`src/rtl/awg_playback_reader.sv`:
```
// Waveform playback reader: walks a BRAM region for a number of loops and streams
// samples out over valid/ready through a 2-entry buffer with a read-data bypass.
module awg_playback_reader #(
  parameter int unsigned P_ADDR_WIDTH = 8,
  parameter int unsigned P_DATA_WIDTH = 32,
  parameter int unsigned P_LOOP_WIDTH = 16
) (
  input  logic                      clk,
  input  logic                      rst_n,
  input  logic                      start,
  input  logic                      stop,
  input  logic [P_ADDR_WIDTH-1:0]   cfg_base_addr,
  input  logic [P_ADDR_WIDTH:0]     cfg_length,
  input  logic [P_LOOP_WIDTH-1:0]   cfg_loops,
  output logic [P_ADDR_WIDTH-1:0]   mem_addr,
  input  logic [P_DATA_WIDTH-1:0]   mem_rdata,
  output logic                      m_valid,
  input  logic                      m_ready,
  output logic [P_DATA_WIDTH-1:0]   m_data,
  output logic                      m_last,
  output logic                      busy,
  output logic                      done,
  output logic                      err
);

  localparam int unsigned LW = P_ADDR_WIDTH + 1;
  localparam logic [LW-1:0] MAX_LEN = LW'(1) << P_ADDR_WIDTH;

  typedef enum logic [1:0] {S_IDLE, S_RUN, S_DRAIN} state_t;

  state_t                    r_state, w_state_nxt;
  logic [P_ADDR_WIDTH-1:0]   r_base, r_offset, r_mem_addr;
  logic [LW-1:0]             r_len;
  logic [P_LOOP_WIDTH-1:0]   r_loops;
  logic                      r_iss, r_iss_last, r_dv, r_dv_last;
  logic [P_DATA_WIDTH-1:0]   r_fifo_data [2];
  logic                      r_fifo_last [2];
  logic                      r_rd_ptr, r_wr_ptr;
  logic [1:0]                r_count;
  logic                      r_done, r_err;

  logic                      w_idle_start, w_len_ok, w_launch, w_pop, w_room, w_issue;
  logic                      w_push, w_fpop, w_last_of_loop, w_final;
  logic [2:0]                w_occ;
  logic [P_ADDR_WIDTH-1:0]   w_cur_base, w_cur_off;
  logic [LW-1:0]             w_cur_len;
  logic [P_LOOP_WIDTH-1:0]   w_cur_loops;

  // Output side: buffer head first, otherwise the read data arriving this cycle
  assign m_valid  = (r_count != 2'd0) || r_dv;
  assign m_data   = (r_count != 2'd0) ? r_fifo_data[r_rd_ptr] : (r_dv ? mem_rdata : '0);
  assign m_last   = (r_count != 2'd0) ? r_fifo_last[r_rd_ptr] : (r_dv && r_dv_last);
  assign mem_addr = r_mem_addr;
  assign busy     = (r_state != S_IDLE);
  assign done     = r_done;
  assign err      = r_err;

  assign w_pop        = m_valid && m_ready;
  assign w_idle_start = (r_state == S_IDLE) && start && !stop;
  assign w_len_ok     = (cfg_length != '0) && (cfg_length <= MAX_LEN);
  assign w_launch     = w_idle_start && w_len_ok;

  // Occupancy counts buffered entries plus both read pipeline stages
  assign w_occ   = 3'(r_count) + 3'(r_iss) + 3'(r_dv) - 3'(w_pop);
  assign w_room  = (w_occ < 3'd2);
  assign w_issue = w_launch || ((r_state == S_RUN) && !stop && w_room);

  // The launch cycle issues offset 0 straight from the config inputs
  assign w_cur_base  = (r_state == S_IDLE) ? cfg_base_addr : r_base;
  assign w_cur_len   = (r_state == S_IDLE) ? cfg_length    : r_len;
  assign w_cur_loops = (r_state == S_IDLE) ? cfg_loops     : r_loops;
  assign w_cur_off   = (r_state == S_IDLE) ? '0            : r_offset;

  assign w_last_of_loop = (LW'(w_cur_off) == (w_cur_len - LW'(1)));
  assign w_final        = w_last_of_loop && (w_cur_loops == P_LOOP_WIDTH'(1));

  assign w_push = r_dv && !(w_pop && (r_count == 2'd0));
  assign w_fpop = w_pop && (r_count != 2'd0);

  always_ff @(posedge clk) begin
    if (!rst_n) r_state <= S_IDLE;
    else        r_state <= w_state_nxt;
  end

  always_comb begin
    w_state_nxt = r_state;
    case (r_state)
      S_IDLE:  if (w_launch) w_state_nxt = w_final ? S_DRAIN : S_RUN;
      S_RUN: begin
        if (stop)                    w_state_nxt = S_IDLE;
        else if (w_issue && w_final) w_state_nxt = S_DRAIN;
      end
      S_DRAIN: begin
        if (stop)                 w_state_nxt = S_IDLE;
        else if (w_pop && m_last) w_state_nxt = S_IDLE;
      end
      default: w_state_nxt = S_IDLE;
    endcase
  end

  always_ff @(posedge clk) begin
    if (!rst_n) begin
      r_base     <= '0;
      r_len      <= '0;
      r_loops    <= '0;
      r_offset   <= '0;
      r_mem_addr <= '0;
      r_iss      <= 1'b0;
      r_iss_last <= 1'b0;
      r_dv       <= 1'b0;
      r_dv_last  <= 1'b0;
      r_rd_ptr   <= 1'b0;
      r_wr_ptr   <= 1'b0;
      r_count    <= 2'd0;
      r_done     <= 1'b0;
      r_err      <= 1'b0;
      for (int i = 0; i < 2; i++) begin
        r_fifo_data[i] <= '0;
        r_fifo_last[i] <= 1'b0;
      end
    end else begin
      r_done <= (r_state == S_DRAIN) && !stop && w_pop && m_last;
      r_err  <= w_idle_start && !w_len_ok;
      if (w_launch) begin
        r_base <= cfg_base_addr;
        r_len  <= cfg_length;
      end
      if (w_issue) begin
        r_mem_addr <= w_cur_base + w_cur_off;
        r_offset   <= w_last_of_loop ? '0 : (w_cur_off + P_ADDR_WIDTH'(1));
        r_loops    <= (w_last_of_loop && (w_cur_loops != '0)) ?
                      (w_cur_loops - P_LOOP_WIDTH'(1)) : w_cur_loops;
      end
      if (stop) begin
        // Abort drops buffered and in-flight samples alike
        r_iss    <= 1'b0;
        r_dv     <= 1'b0;
        r_count  <= 2'd0;
        r_rd_ptr <= 1'b0;
        r_wr_ptr <= 1'b0;
      end else begin
        r_iss      <= w_issue;
        r_iss_last <= w_final;
        r_dv       <= r_iss;
        r_dv_last  <= r_iss_last;
        if (w_push) begin
          r_fifo_data[r_wr_ptr] <= mem_rdata;
          r_fifo_last[r_wr_ptr] <= r_dv_last;
          r_wr_ptr              <= ~r_wr_ptr;
        end
        if (w_fpop) r_rd_ptr <= ~r_rd_ptr;
        r_count <= r_count + 2'(w_push) - 2'(w_fpop);
      end
    end
  end

endmodule

```
`config.mk`:
```
export PLATFORM = sky130hd
export DESIGN_NAME = awg_playback_reader
export DESIGN_NICKNAME = d
export VERILOG_FILES = /design/src/rtl/awg_playback_reader.sv
export SDC_FILE = /design/constraint.sdc
export NUM_CORES = 1
export LEC_CHECK = 0
export BUFFER_PORTS_ARGS = -buffer_cell sky130_fd_sc_hd__buf_2
export CAP_MARGIN = 20
export CORE_MARGIN = 2
export CORE_UTILIZATION = 40
export CTS_BUF_LIST = sky130_fd_sc_hd__clkbuf_4 sky130_fd_sc_hd__clkbuf_8
export DETAILED_ROUTE_END_ITERATION = 10
export GPL_TIMING_DRIVEN = 0
export SYNTH_ARGS = -nofsm -noshare
export SYNTH_HDL_FRONTEND = slang
export SYNTH_SLANG_ARGS = --single-unit
```
`constraint.sdc`:
```
create_clock -name clk -period 9.75 [get_ports clk]
set_input_delay 0.4875 -clock clk [delete_from_list [all_inputs] [get_ports clk]]
set_output_delay 0.4875 -clock clk [all_outputs]
set_load 0.01 [all_outputs]
```
### After elaboration in Yosys (flattened, before gate mapping)

Memories as Yosys holds them, arrays and structs flattened. A register that Yosys moved wholly into a read port is not among the register bits.
Index checks and enable logic that the tools add are counted.

* bits in registers: 61
* memory bits (writable): 66
* input bits: 70
* output and inout bits: 45
* word-level logic and storage cells: 103
* memories kept: 2

Memories
* r_fifo_data: depth 2, width 32, rd ports 1, clocked after memory_dff 1, wr ports 2, line 36 `logic [P_DATA_WIDTH-1:0] r_fifo_data [2];`
* r_fifo_last: depth 2, width 1, rd ports 1, clocked after memory_dff 1, wr ports 2, line 37 `logic r_fifo_last [2];`

* add/subtract/negate cells: 9
* magnitude comparators: 2
* eq/ne operators: 7
* mux-type cells: 31
* bitwise gates (word level): 3
* reduce and logical (&&, ||, !) cells: 34

Operators with widths (number)
* 32-bit two-way mux: 3
* 16-bit two-way mux: 2
* 32-bit OR reduction: 1
* 8-bit two-way mux: 3
* 1-bit logical AND: 19
* 16-bit by 1-bit == test with 1-bit output, second input constant: 1
* 16-bit nonzero test: 1
* 16-bit by 1-bit subtractor with 16-bit output, second input constant: 1
* 1-bit two-way mux: 15
* 2-bit two-way mux: 6
* 8-bit by 9-bit == test with 1-bit output: 1
* 9-bit less-or-equal comparator, second input constant: 1
* 9-bit two-way mux: 1
* 9-bit nonzero test: 1
* 9-bit by 1-bit subtractor with 9-bit output, second input constant: 1
* 8-bit by 1-bit adder with 8-bit output, second input constant: 1
* 8-bit adder: 1
* 2-bit one-hot mux with 3 select lines: 1
* 2-bit logical NOT: 2
* 2-bit nonzero test: 2
* 2-bit by 1-bit adder with 3-bit output: 1
* 3-bit by 1-bit adder with 3-bit output: 1
* 1-bit logical NOT: 3
* 3-bit by 2-bit < comparator with 1-bit output, second input constant: 1
* 13 further kinds: 16

### Logic depth before layout (Yosys ltp)

* depth in word-level cells: 12
* depth in mapped cells: 18
* mapped depth without buffers: 15

### Worst setup path after synthesis

No wires, ideal clock.

* path type: reg2reg
* start point: register r_state[0]
* end point: register r_loops[1]
* setup time: 0.069 ns
* data arrival time: 3.876 ns
* required time: 9.681 ns
* slack: 5.805 ns
* cell stages (with the launch flop): 19
* buffers on the path: 6
* clock period less this slack: 3.945 ns
* path through: dfxtp_1 -> buf_6 -> nor2_4 -> buf_2 -> buf_4 -> buf_1 -> buf_1 -> mux2i_1 -> ha_1 -> xnor2_1 -> nor3_1 -> a31oi_1 -> nor2_1 -> nand4_2 -> or3_1 -> buf_6 -> a31oi_2 -> mux2_1 -> o21ai_1

* cells in the longest elaborated chain, start to end: 6
* elaborated cells on any way between the ends: 17
* those cells by class: add/sub (2); eq/ne (2); mux (4); reduce/logical (9)

Ends and longest elaborated chain
* start, declared: line 31 `state_t r_state, w_state_nxt;`
* start signal, assigned: line 82 `else r_state <= w_state_nxt;`
* 2-bit logical NOT
* 9-bit two-way mux: line 70 `assign w_cur_len = (r_state == S_IDLE) ? cfg_length : r_len;`
* 9-bit by 1-bit subtractor with 9-bit output: line 74 `assign w_last_of_loop = (LW'(w_cur_off) == (w_cur_len - LW'(1)));`
* 8-bit by 9-bit == test with 1-bit output: line 74
* 1-bit logical AND: line 131 `r_loops <= (w_last_of_loop && (w_cur_loops != '0)) ?`
* 16-bit two-way mux: line 131
* end signal, assigned: line 131
* end, declared: line 34 `logic [P_LOOP_WIDTH-1:0] r_loops;`

Several ways; a longest one is shown, not always the timed one.
A chain may end at the register's enable or synchronous reset.

### Worst setup path after layout

* start point: register r_state[1]
* end point: register r_loops[1]

Same word-level chain as after synthesis.

==> run summary <==
CLOCK TREE
--------------------------------------------------------------------------------
Root buffer cell ..................................................     clkbuf_8
H-tree level count ................................................            4
CTS tree ..........................................................          yes
Post-CTS Setup Repair Bufs ........................................            0
Total of hold buffers inserted after clock tree synthesis .........            0
Clock insertion delay at the later pin of the skew report .........      0.46 ns
Maximum number of buffers from clock root to sink .................            2
Number of gates resized after CTS .................................            0
Num CTS Buffers ...................................................           17
CTS clk-pin slew, worst paths .....................................      0.09 ns
Number of sinks driven by the clock tree ..........................          128

GRT
--------------------------------------------------------------------------------
Pin count of the biggest net entering global routing ..............           33
Vias in the first global route ....................................         6110
Global-route wire length before repair ............................     31600 µm
Overall global routing resource usage .............................        0.203
Antenna violations before repair ..................................            0
Overflow left after global routing ................................            0

ROUTING
--------------------------------------------------------------------------------
Vias after detailed routing .......................................         6233
WL per Instance ...................................................      16.6 µm
Post-route DRC ....................................................            1
Drt first-iter violations .........................................          341
Detailed Routing Iterations Pass 1 ................................            9
Per-cell via count in the routed design ...........................         5.33
DRT antenna net count .............................................            0
Final WL ..........................................................     19400 µm

TIMING
--------------------------------------------------------------------------------
Pin slew with the least headroom to its limit .....................     0.964 ns
Relative slew margins .............................................        0.352
RSZ-0062 raised after global routing ..............................           no
Worst Clk Skew ....................................................    0.0179 ns
Worst hold slack ..................................................     0.290 ns
Final number of max-transition violations .........................            0
Maximum frequency from static timing analysis .....................    0.207 GHz
Setup violators final .............................................            0
Final worst path period share .....................................        0.495
Final hold violation count ........................................            0
Final worst-path setup slack ......................................      4.92 ns
Post-layout min period ............................................      4.83 ns
Total negative slack ..............................................         0 ns

FINAL LAYOUT
--------------------------------------------------------------------------------
Number of diodes added for antenna fixing .........................            0
Synthesis-to-finish area growth ...................................        16.9%
Total number of nets in the final design ..........................         1015
Fraction of final layout cells with drive strength greater than 1 .        0.196
Finished Core Util ................................................        0.476
Commonest non-fill, non-tap cell in the layout ....................        buf_2
Commonest cells after routing, fill and taps aside ................ buf_2 (114), nand2_1 (107), and2_1 (79)
Final Instance Area ...............................................     8530 µm²

OUTCOME
--------------------------------------------------------------------------------
Status ............................................................ complete, but fails checks
Violated checks ...................................................          DRC

PLACE
--------------------------------------------------------------------------------
Post-DP Area ......................................................     8160 µm²
Quantity of I/O buffers inserted on ports .........................          113
Post-Place Setup Slack ............................................      4.94 ns
Detail Placement HPWL .............................................     13900 µm
RePlAce Congestion ................................................        0.873

YOSYS
--------------------------------------------------------------------------------
Post-Synth Simple-Gate Area .......................................        0.246
Combinational family with the most area after synthesis ........... simple AND/OR/NAND/NOR gates
Flip-flop and latch count after synthesis .........................          128
Instance count of the mapped netlist ..............................          796
Number of enable-type register cells in the synthesized netlist ...           64
Synth Flop Type ...................................................     edfxtp_1
Sequential-to-total area share from yosys stat ....................        0.439
Mean instance size in the synthesized netlist .....................     9.17 µm²
Share of synthesized area spent on multiplexers ...................       0.0677
Post-synth ARST share .............................................            0
Area share of xor/xnor cells in the synthesized design ............       0.0382
Synth Area in Compound Gates ......................................        0.136
Yosys warns .......................................................            0
Adder-cell share of the synthesized area ..........................       0.0312
Post-synthesis instance area ......................................     7300 µm²
Synth unique cells ................................................           76
Syn Nets ..........................................................          883

POWER
--------------------------------------------------------------------------------
Worst voltage drop across the vdd grid ............................  0.0000743 V
Leakage Power .....................................................      3.36 nW
Pwr/cell area .....................................................   136 nW/µm²

SETUP PATH
--------------------------------------------------------------------------------
Source of the worst register-to-register timing path .............. r_state[1]$_SDFFE_PN0P_
Start point of the critical path .................................. r_state[1]$_SDFFE_PN0P_
Setup crit start kind .............................................    flip-flop
Maximum fanout along the worst path ...............................           10
Required time worst endpoint ......................................     10.13 ns
Capture instance of the worst register-to-register path ........... r_loops[1]$_SDFFE_PN0P_
Critical Path End ................................................. r_loops[1]$_SDFFE_PN0P_
FF-to-FF setup slack ..............................................      4.92 ns
Setup CP Type .....................................................      reg2reg
Data arrival, critical path .......................................      5.21 ns
Number of cells on the worst reg-to-reg path ......................           17
Endpoint type of the worst setup path .............................    flip-flop

FLOORPLAN
--------------------------------------------------------------------------------
Die boundary height ...............................................       139 µm
Standard-cell row count ...........................................           49
Num ports .........................................................          115
Chip width ........................................................       139 µm
Overall die area ..................................................    19300 µm²
Area of the placeable core ........................................    17900 µm²
Initial Util ......................................................        0.408

FLOW RUN
--------------------------------------------------------------------------------
Max capacitance violation total ...................................            0

WORST HOLD PATH
--------------------------------------------------------------------------------
Worst Hold Class ..................................................       in2reg
Worst hold path startpoint ........................................ cfg_base_addr[7]

-- synthesized netlist by cell type (3+ instances only) --
| cell | count | share of area |
|---|---|---|
| or4_4 | 3 | 0.0046 |
| nor4_1 | 7 | 0.0060 |
| nand3b_1 | 4 | 0.0041 |
| clkbuf_1 | 34 | 0.017 |
| nor3_1 | 14 | 0.0096 |
| nand2_1 | 107 | 0.055 |
| a31oi_1 | 8 | 0.0069 |
| nor2_1 | 41 | 0.021 |
| o22ai_1 | 3 | 0.0026 |
| mux2i_1 | 46 | 0.063 |
| a22oi_1 | 4 | 0.0041 |
| xor2_1 | 7 | 0.0084 |
| o31a_1 | 3 | 0.0036 |
| o211ai_1 | 4 | 0.0041 |
| o21ai_1 | 3 | 0.0021 |
| dfxtp_1 | 64 | 0.18 |
| a21o_1 | 3 | 0.0031 |
| a21oi_1 | 57 | 0.039 |
| o21ai_0 | 51 | 0.035 |
| ha_1 | 15 | 0.026 |
| and3_1 | 10 | 0.0086 |
| a311oi_1 | 3 | 0.0036 |
| nand2b_1 | 4 | 0.0034 |
| nand3_1 | 43 | 0.029 |
| nand3_2 | 4 | 0.0055 |
| inv_1 | 15 | 0.0077 |
| edfxtp_1 | 64 | 0.26 |
| buf_1 | 10 | 0.0051 |
| buf_6 | 4 | 0.0062 |
| xnor2_1 | 23 | 0.028 |
| and2_1 | 79 | 0.068 |
-- metrics by stage --
step	std cells	total power, mW
3_5_place_dp	1138	0.733
3_3_place_gp	1138	0.733
5_1_grt	1170	1.21
4_1_cts	1170	1.17
6_report	1170	1.16
2_1_floorplan	796	0.681
-- kinds of logic after synthesis --
group | Yosys count
AND/OR/NAND/NOR | 340
AO/OA/AOI/OAI | 161
flip-flops | 128
buffers and inverters | 70
multiplexers | 49
XOR/XNOR | 31
adder cells (fa/ha/maj) | 17
-- worst max-delay path: stages, from the launching register on --
cell and delay [ns]:
dfxtp_1 0.43, nor2_4 0.33, buf_2 0.34, buf_4 0.28, buf_1 0.48, buf_1 0.49
mux2i_1 0.27, ha_1 0.28, xnor2_1 0.13, nor3_1 0.12, a31oi_1 0.06, nor2_1 0.12
nand4_2 0.17, or3_1 0.41, buf_6 0.16, a31oi_2 0.19, mux2_1 0.35, o21ai_1 0.12
-- where the power goes --
| group | switching (mW) | internal, mW |
|---|---|---|
| clock network | 0.253 | 0.188 |
| registers | 0.00861 | 0.580 |
| logic | 0.0842 | 0.0485 |
| total | 0.345 | 0.817 |
-- worst min path at each step --
stage                             end  slack [ns]  cells after the start
2_1_floorplan         r_dv$_SDFF_PP0_        0.41                      2
4_1_cts        r_base[7]$_SDFFE_PN0P_        0.27                      3
5_1_grt        r_base[7]$_SDFFE_PN0P_        0.28                      3
3_5_place_dp          r_dv$_SDFF_PP0_        0.44                      2
6_report       r_base[7]$_SDFFE_PN0P_        0.29                      3
3_3_place_gp          r_dv$_SDFF_PP0_        0.44                      2
-- area by class of cell --
cell class                 instances  area [µm²]
clock inverter                    15         140
fill                            1804        9370
multi-input combinational        598        3800
clock buffer                      17         234
tap                              229         287
timing repair buffer             113         566
inverter                          19        72.6
buffer                            51         230
sequential                       128        3200
-- registers in the layout, indices dropped and copies added (netlist names), 2 cells and up, named ones only --
register	count
r_len	9
r_state	2
r_fifo_data	64
mem_addr	8
r_loops	16
r_fifo_last	2
r_offset	8
r_base	8
r_count	2
-- metal layers --
metal  vias to the layer above  wire (µm)  GRT usage
met5                         -          0          0
li1                       3080          -          -
met4                         0        415     0.0776
met1                      2930       9020      0.276
met3                        33        915     0.0363
met2                       190       9040      0.325
Power figures use the tool's default switching activity.
